===== src/rtl/lmsm_sequencer_pkg.sv =====
// lmsm_sequencer_pkg: shared state encoding and widths for the load/store-multiple sequencer
package lmsm_sequencer_pkg;
  localparam int ADDR_W = 16;
  localparam int MASK_W = 8;
  localparam logic MEM_WE_ACTIVE = 1'b0;
  typedef enum logic [1:0] {IDLE, XFER, DONE} state_t;
endpackage


===== src/rtl/lmsm_sequencer_if.sv =====
// lmsm_sequencer_if: request, register-file and data-memory signals of the sequencer
// slave: the sequencer (takes start/mask/base and read data, drives memory and register-file controls)
// master: the pipeline/environment side
interface lmsm_sequencer_if;
  import lmsm_sequencer_pkg::*;
  logic start;
  logic is_sm;
  logic [MASK_W-1:0] reg_mask;
  logic [ADDR_W-1:0] base_addr;
  logic [15:0] rf_read_data;
  logic [15:0] mem_rdata;
  logic busy;
  logic done;
  logic [ADDR_W-1:0] mem_addr;
  logic mem_write;
  logic [15:0] mem_wdata;
  logic [2:0] rf_read_idx;
  logic rf_write_en;
  logic [2:0] rf_write_idx;
  logic [15:0] rf_write_data;
  modport slave (
    input start, is_sm, reg_mask, base_addr, rf_read_data, mem_rdata,
    output busy, done, mem_addr, mem_write, mem_wdata, rf_read_idx, rf_write_en, rf_write_idx, rf_write_data
  );
  modport master (
    output start, is_sm, reg_mask, base_addr, rf_read_data, mem_rdata,
    input busy, done, mem_addr, mem_write, mem_wdata, rf_read_idx, rf_write_en, rf_write_idx, rf_write_data
  );
endinterface


===== src/rtl/lmsm_prio_enc.sv =====
// lmsm_prio_enc: index of the lowest set bit of the mask
// i_mask: mask in; o_idx: lowest set bit index (0 when empty); o_valid: mask non-zero
module lmsm_prio_enc
  import lmsm_sequencer_pkg::*;
(
  input  logic [MASK_W-1:0] i_mask,
  output logic [2:0]        o_idx,
  output logic              o_valid
);
  always_comb begin
    o_idx = '0;
    for (int i = MASK_W - 1; i >= 0; i--) o_idx = i_mask[i] ? 3'(i) : o_idx;
  end
  assign o_valid = |i_mask;
endmodule


===== src/rtl/lmsm_sequencer.sv =====
// lmsm_sequencer: load/store-multiple sequencer moving one register per cycle in ascending order
// clk: clock; reset: synchronous active-low reset
// bus: request inputs, memory/register-file controls, busy stall and one-cycle done pulse
module lmsm_sequencer
  import lmsm_sequencer_pkg::*;
(
  input  logic            clk,
  input  logic            reset,
  lmsm_sequencer_if.slave bus
);
  state_t r_state;
  logic r_is_sm;
  logic [MASK_W-1:0] r_mask;
  logic [ADDR_W-1:0] r_addr;
  logic [2:0] w_idx;
  logic w_valid;
  logic [MASK_W-1:0] w_rest;
  logic w_xfer, w_sm, w_lm;
  lmsm_prio_enc u_enc (.i_mask(r_mask), .o_idx(w_idx), .o_valid(w_valid));
  assign w_rest = r_mask & ~(MASK_W'(1) << w_idx);
  always_ff @(posedge clk) begin
    if (!reset) begin
      r_state <= IDLE;
      r_is_sm <= 1'b0;
      r_mask  <= '0;
      r_addr  <= '0;
    end else begin
      case (r_state)
        IDLE: if (bus.start) begin
          r_is_sm <= bus.is_sm;
          r_mask  <= bus.reg_mask;
          r_addr  <= bus.base_addr;
          r_state <= (bus.reg_mask != '0) ? XFER : DONE;
        end
        XFER: begin
          r_mask  <= w_rest;
          r_addr  <= r_addr + ADDR_W'(1);
          r_state <= (w_rest == '0) ? DONE : XFER;
        end
        default: r_state <= IDLE;
      endcase
    end
  end
  // reset gating keeps a mid-transfer abort from issuing a write in the cycle reset is asserted
  assign w_xfer = reset && (r_state == XFER) && w_valid;
  assign w_sm = w_xfer && r_is_sm;
  assign w_lm = w_xfer && !r_is_sm;
  assign bus.busy = r_state != IDLE;
  assign bus.done = r_state == DONE;
  assign bus.mem_addr = r_addr;
  assign bus.mem_write = w_sm ? MEM_WE_ACTIVE : ~MEM_WE_ACTIVE;
  assign bus.mem_wdata = w_sm ? bus.rf_read_data : '0;
  assign bus.rf_read_idx = w_sm ? w_idx : '0;
  assign bus.rf_write_en = w_lm;
  assign bus.rf_write_idx = w_lm ? w_idx : '0;
  assign bus.rf_write_data = w_lm ? bus.mem_rdata : '0;
endmodule


===== src/flat_wrapper.sv =====
// flat-port wrapper written by rule: the top's interface ports become plain ports
module lmsm_sequencer_flat import lmsm_sequencer_pkg::*;
  (clk, reset, bus_start, bus_is_sm, bus_reg_mask, bus_base_addr, bus_rf_read_data, bus_mem_rdata, bus_busy, bus_done, bus_mem_addr, bus_mem_write, bus_mem_wdata, bus_rf_read_idx, bus_rf_write_en, bus_rf_write_idx, bus_rf_write_data);
  lmsm_sequencer_if bus_i ();
  input  logic clk;
  input  logic reset;
  input wire logic [$bits(bus_i.start)-1:0] bus_start;
  input wire logic [$bits(bus_i.is_sm)-1:0] bus_is_sm;
  input wire logic [$bits(bus_i.reg_mask)-1:0] bus_reg_mask;
  input wire logic [$bits(bus_i.base_addr)-1:0] bus_base_addr;
  input wire logic [$bits(bus_i.rf_read_data)-1:0] bus_rf_read_data;
  input wire logic [$bits(bus_i.mem_rdata)-1:0] bus_mem_rdata;
  output wire logic [$bits(bus_i.busy)-1:0] bus_busy;
  output wire logic [$bits(bus_i.done)-1:0] bus_done;
  output wire logic [$bits(bus_i.mem_addr)-1:0] bus_mem_addr;
  output wire logic [$bits(bus_i.mem_write)-1:0] bus_mem_write;
  output wire logic [$bits(bus_i.mem_wdata)-1:0] bus_mem_wdata;
  output wire logic [$bits(bus_i.rf_read_idx)-1:0] bus_rf_read_idx;
  output wire logic [$bits(bus_i.rf_write_en)-1:0] bus_rf_write_en;
  output wire logic [$bits(bus_i.rf_write_idx)-1:0] bus_rf_write_idx;
  output wire logic [$bits(bus_i.rf_write_data)-1:0] bus_rf_write_data;
  assign bus_i.start = bus_start;
  assign bus_i.is_sm = bus_is_sm;
  assign bus_i.reg_mask = bus_reg_mask;
  assign bus_i.base_addr = bus_base_addr;
  assign bus_i.rf_read_data = bus_rf_read_data;
  assign bus_i.mem_rdata = bus_mem_rdata;
  assign bus_busy = bus_i.busy;
  assign bus_done = bus_i.done;
  assign bus_mem_addr = bus_i.mem_addr;
  assign bus_mem_write = bus_i.mem_write;
  assign bus_mem_wdata = bus_i.mem_wdata;
  assign bus_rf_read_idx = bus_i.rf_read_idx;
  assign bus_rf_write_en = bus_i.rf_write_en;
  assign bus_rf_write_idx = bus_i.rf_write_idx;
  assign bus_rf_write_data = bus_i.rf_write_data;
  lmsm_sequencer u_core (.clk(clk), .reset(reset), .bus(bus_i));
endmodule

===== config.mk =====
export PLATFORM = sky130hd
export DESIGN_NAME = lmsm_sequencer_flat
export DESIGN_NICKNAME = d
export VERILOG_FILES = /design/src/rtl/lmsm_sequencer_pkg.sv /design/src/rtl/lmsm_sequencer_if.sv /design/src/rtl/lmsm_prio_enc.sv /design/src/rtl/lmsm_sequencer.sv /design/src/flat_wrapper.sv
export SDC_FILE = /design/constraint.sdc
export NUM_CORES = 1
export LEC_CHECK = 0
export ABC_AREA = 1
export CAP_MARGIN = 15
export CORE_MARGIN = 5
export CORE_UTILIZATION = 45
export CTS_BUF_LIST = sky130_fd_sc_hd__clkbuf_4 sky130_fd_sc_hd__clkbuf_8 sky130_fd_sc_hd__clkbuf_16
export DETAILED_ROUTE_END_ITERATION = 10
export DONT_BUFFER_PORTS = 1
export PLACE_DENSITY_LB_ADDON = 0.25
export SKIP_LAST_GASP = 1
export SYNTH_ARGS = -nofsm -noshare
export SYNTH_HDL_FRONTEND = slang
export SYNTH_SLANG_ARGS = --single-unit

===== constraint.sdc =====
create_clock -name clk -period 2.9 [get_ports clk]
set_input_delay 0.145 -clock clk [delete_from_list [all_inputs] [get_ports clk]]
set_output_delay 0.145 -clock clk [all_outputs]
set_load 0.005 [all_outputs]

## After elaboration in Yosys (flattened, before gate mapping)

Cells that the tools add are included.

| word-level totals | value |
|---|---|
| bits in registers | 27 |
| bits in latches | 0 |
| RAM bits | 0 |
| memory bits (read-only) | 0 |
| input port bits | 60 |
| memories | 0 |

| cells by class | value |
|---|---|
| $add $sub $neg | 1 |
| multiply operators | 0 |
| divide/modulo/power cells | 0 |
| $lt $le $gt $ge | 0 |
| eq/ne operators | 3 |
| shift-type cells | 1 |
| muxes and demuxes | 21 |
| bitwise gates (word level) | 2 |
| reductions and logical operators | 13 |

Operators by type and width:

| operator | number |
|---|---|
| 2-to-1 mux 16 bit | 3 |
| case mux 16 bit (2 select lines) | 1 |
| 2-to-1 mux 3 bit | 10 |
| adder 16 x 1 -> 16 bit (second input constant) | 1 |
| case mux 8 bit (2 select lines) | 1 |
| bitwise AND 8 bit | 1 |
| logical NOT 8 bit | 1 |
| 2-to-1 mux 8 bit | 1 |
| inverter 8 bit | 1 |
| nonzero test 8 bit | 1 |
| OR reduction 8 bit | 1 |
| left shift 1 x 3 -> 8 bit (first input constant) | 1 |
| 2-to-1 mux 2 bit | 3 |
| logical AND 1 bit | 4 |
| case mux 2 bit (2 select lines) | 1 |
| AND reduction 2 bit | 2 |
| nonzero test 2 bit | 2 |
| equality test 2 x 1 -> 1 bit (second input constant) | 1 |
| equality test 2 bit (second input constant) | 1 |
| logical NOT 2 bit | 1 |
| != test 2 bit (second input constant) | 1 |
| logical NOT 1 bit | 1 |
| 2-to-1 mux 1 bit | 1 |

## Logic depth before layout (Yosys ltp)

| depth | value |
|---|---|
| depth after elaboration | 14 |
| mapped depth | 13 |
| mapped depth without buffers | 13 |

## Cells and area by module

From an unflattened synthesis, not the netlist that was laid out.

| second synthesis, totals | value |
|---|---|
| cells, all modules | 368 |
| area, all modules | 2079.5 um^2 |

Modules (own cells, without submodules):

| module | instances | cells each | area an instance (um^2) | seq. area each (um^2) |
|---|---|---|---|---|
| lmsm_sequencer | 1 | 346 | 1980.6 | 540.5 |
| lmsm_prio_enc | 1 | 22 | 98.8 | 0.0 |

## Least setup slack after synthesis

No wires, ideal clock.

| path | value |
|---|---|
| path kind | register to register |
| start point | reg u_core.r_addr[0], in the netlist u_core.bus.mem_addr[0] |
| end point | reg u_core.r_addr[8], in the netlist u_core.bus.mem_addr[8] |
| library setup time | 0.134 ns |
| arrival | 1.361 ns |
| path slack | 1.406 ns |
| stages on the path, launching flop included | 9 |
| clock period less this slack | 1.494 ns |
| cell sequence | dfxtp_1 ha_1 nand4_1 nor2_2 inv_1 nor2_1 inv_1 o32ai_1 a22oi_1 |

| between the ends | value |
|---|---|
| cells in the longest elaborated chain, start to end | 2 |

Ends and longest elaborated chain:

| item | RTL line | RTL |
|---|---|---|
| from (decl) | lmsm_sequencer.sv:14 | `logic [ADDR_W-1:0] r_addr;` |
| from (signal assigned) | lmsm_sequencer.sv:32 | `r_addr <= bus.base_addr;` |
| from (signal assigned) | lmsm_sequencer.sv:37 | `r_addr <= r_addr + ADDR_W'(1);` |
| adder 16 x 1 -> 16 bit | lmsm_sequencer.sv:37 |  |
| case mux 16 bit (2 select lines) | lmsm_sequencer.sv:28 | `case (r_state)` |

No other way between the ends.
A chain may end at the register's enable or synchronous reset.

## Worst setup path in the final report

| path | value |
|---|---|
| start point | reg u_core.r_state[0] |
| end point | out bus_mem_wdata[3] |

| between the ends | value |
|---|---|
| cells in the longest elaborated chain, start to end | 5 |

Ends and longest elaborated chain:

| item | RTL line | RTL |
|---|---|---|
| from (decl) | lmsm_sequencer.sv:11 | `state_t r_state;` |
| from (signal assigned) | lmsm_sequencer.sv:33 | `r_state <= (bus.reg_mask != '0) ? XFER : DONE;` |
| from (signal assigned) | lmsm_sequencer.sv:38 | `r_state <= (w_rest == '0) ? DONE : XFER;` |
| equality test 2 x 1 -> 1 bit | lmsm_sequencer.sv:45 | `assign w_xfer = reset && (r_state == XFER) && w_valid;` |
| logical AND 1 bit (2 in series) | lmsm_sequencer.sv:45 |  |
| logical AND 1 bit | lmsm_sequencer.sv:46 | `assign w_sm = w_xfer && r_is_sm;` |
| 2-to-1 mux 16 bit | lmsm_sequencer.sv:52 | `assign bus.mem_wdata = w_sm ? bus.rf_read_data : '0;` |
| to (decl) | flat_wrapper.sv:17 | `output wire logic [$bits(bus_i.mem_wdata)-1:0] bus_mem_wdata;` |

No other way between the ends.

==> summary.md <==
| Metric | Value |
|---|---|
| Status | complete, no violations |
| Area growth syn-to-layout | 2.52% |
| Fin crit share | 81.4% |
| CP arrival | 2.22 ns |
| Drt wl/cell | between 10 and 15 um |
| Clk slew on worst S/H paths | 0.09 ns |
| EDFF count, synth | 0 |
| Leak | between 0.001 and 0.0015 uW |
| Initial Util | 46.2% |
| Layout Cells excl Fill | between 400 and 500 |
| Total Routed Length | 6000 um |
| Yosys reg bits | 27 |
| Headroom to the max-slew limit | 63.5% |
| Core Footprint | roughly 4700 um2 |
| Syn Std Cell Area | between 2000 and 2500 um2 |
| Top cell type's share of synthesized area | 24.8% |
| Synth area leaders | dfxtp_1 25%, nand2_1 9.8%, inv_1 9.5% |
| Register Area | 541 um2 |
| Post-placement cell area | roughly 2200 um2 |
| Critical path class | reg -> out |
| Cell family with most CP delay | simple AND/OR/NAND/NOR gates |
| DP HPWL | 4750 um |
| Commonest non-fill, non-tap cell in the layout | nand2_1 |
| Peak supply drop | 0.000281 V |
| Multi-input gate area | 1290 um2 |
| Die Ht | 79.6 um |
| Via count | 2104 |
| Boundary pin count | about 120 |
| Tightest Hold Check Type | in -> reg |
| Port Buf Inserts | 0 |
| Crit-path max FO | 22 |
| Post-synth net total | ~400 |
| Vias in the first global route | 1901 |
| Clock network latency to the later pin of the worst-skew pair | 0.27 ns |
| DRC viols | 0 |
| Critical Path Sink Type | primary output |
| GRT Util Overall | 17.7% |
| Largest net degree at the start of global routing | 26 |
| Tmin final | 2.36 ns |
| Dpl ws | 0.849 ns |
| CTS Sinks | 27 |
| Post-synthesis cell type count | 41 |
| Crit-path slowest cell | nor2_4 |
| Diodes inserted | 0 |
| Post-CTS setup buffer count | 0 |
| Post-cts sizing count | 0 |
| Fillers | 483 |
| Final core occ | between 40% and 50% |
| Initial DRC count | 85 |
| Row count | 25 |
| CP Launch Type | flop |
| RSZ-0062 raised after global routing | no |
| Share of cells above drive strength 1 | roughly 18% |
| Most common cell on crit path | nor2_4 |
| Skew final | 0.00681 ns |
| GR Overflow Total | 0 |
| Clk root buf | clkbuf_8 |
| Max-Cap Viols | 0 |
| Yosys warning count | 0 |
| GP Congestion | between 0.8 and 0.9 |
| Mean post-synth cell area | 6.36 um2 |
| Least-Margin Pin Slew | about 0.55 ns |
| Placed cells | roughly 400 |
| Share of synthesized flip-flops with an asynchronous set or reset | 0% |
| Final net count | 397 |
| Power Density | ~500 nW/um2 |
| Die area | ~6300 um2 |
| Post-synth top area cell | dfxtp_1 |
| Synth Instances | 343 |
| Max layer used | met4 |
| Main flop type after synthesis | dfxtp_1 |
| Initial antenna violation count | 0 |
| Met1 Routed Length | 2450 um |
| Highest Clock Rate | 424 MHz |
| Met2 wire length | 2950 um |
| Pre-Repair DR Iteration Count | 4 |
| Max-slew violations | 0 |
| CTS H-tree depth | 1 |
| Crit path cell chain | buf_4 -> inv_2 -> nor2_4 -> inv_4 -> nor2_4 -> nand2_4 -> nor2_4 -> inv_2 -> nor2_1 |
| Register area share after synthesis | 24.8% |
| CTS tree | built |
| Final setup violation count | 0 |
| Num CTS Buffers | 3 |
| Vias per Instance | around 5.2 |
| Crit path required time | between 2 and 3 ns |
| Final worst slack | approximately 0.54 ns |
| Routed wl met3 | 541 um |
| Final count of hold timing violations | 0 |
| Commonest cells after routing, fill and taps aside | 57 x nand2_1, 55 x inv_1, 43 x nor2_1, 27 x dfxtp_1, 24 x nor2_2 |
| CTS max path bufs | 2 |
| CP max stage delay | 0.39 ns |
| Post-route ant nets | 0 |
| Design area | 2240 um2 |
| Setup tns final | 0 ns |
| WP buf/inv | 4 |
| Die width | 79.6 um |
| First-pass GRT wire length | 8960 um |
[report_power, final]
part / leakage [uW] / switching, uW / internal, uW / total, uW
registers: 0.000223 / 77.9 / 422 / 499
clock network: 0.0000255 / 120 / 96.2 / 217
logic: 0.000758 / 264 / 132 / 397
[cells in the mapped netlist, types with 2 or more instances]
cell	number
nand2_1	57
inv_1	55
nor2_1	43
dfxtp_1	27
nor2_2	24
a21oi_1	21
o21ai_0	16
nand3_1	13
inv_2	9
nand4_1	6
o211ai_1	6
buf_2	5
nor2_4	5
o21ai_1	5
o22ai_1	5
buf_6	3
clkbuf_1	3
inv_4	3
nand2_2	3
xnor2_1	3
a211oi_1	2
a21oi_2	2
buf_4	2
nand3_2	2
nor2_8	2
o311ai_0	2
o32ai_1	2
or2_0	2
or4_1	2
xor2_1	2
[final timing paths]
check,slack [ns],start,to,depth (start not counted)
worst max register to register,0.97,u_core.r_state[0],u_core.bus.mem_addr[13],9
worst max-delay path,0.54,u_core.r_state[0],bus_mem_wdata[3],9
worst min register to register,0.53,u_core.bus.mem_addr[15],u_core.bus.mem_addr[15],2
worst min-delay path,0.005,reset,u_core.r_mask[6],2
[per-layer routing]
metal / global-route usage [%] / vias up
li1: - / 1076
met1: 19.7 / 913
met2: 33.5 / 109
met3: 4.06 / 6
met4: 4.47 / 0
met5: 0 / -
[flip-flops by register name, summed over array words and instances, names as in the netlist]
signal / count
u_core.r_is_sm: 1
u_core.bus.mem_addr: 16
u_core.r_state: 2
u_core.r_mask: 8
[cell families after synthesis]
logic type / Yosys count / share of synthesized area [%]
xor+xnor: 5 / 2.01
buf+inv: 81 / 16.1
simple gates: 165 / 39.3
flops: 27 / 24.8
fa+ha+maj: 1 / 0.573
compound gates: 64 / 17.3
[what timing repair did]
item	4_1_cts	5_1_grt
hold buffers	1	0
setup endpoints to repair	0	0
endpoints found under the hold margin	4	0
[stage by stage]
step / total power, uW / hold slack, ns
2_1_floorplan: 840 / 0.283
5_1_grt: 1200 / 0.00437
3_3_place_gp: 898 / 0.276
6_report: 1110 / 0.00527
4_1_cts: 1120 / 0.00108
3_5_place_dp: 902 / 0.277
[cell type report]
cell class	count	area share (%)
tap	67	3.75
multi-input combinational	235	57.7
inverter	67	11.6
clock inverter	1	0.224
sequential	27	24.2
timing repair buffer	2	0.783
clock buffer	3	1.85
(Power assumes the default switching activity.)
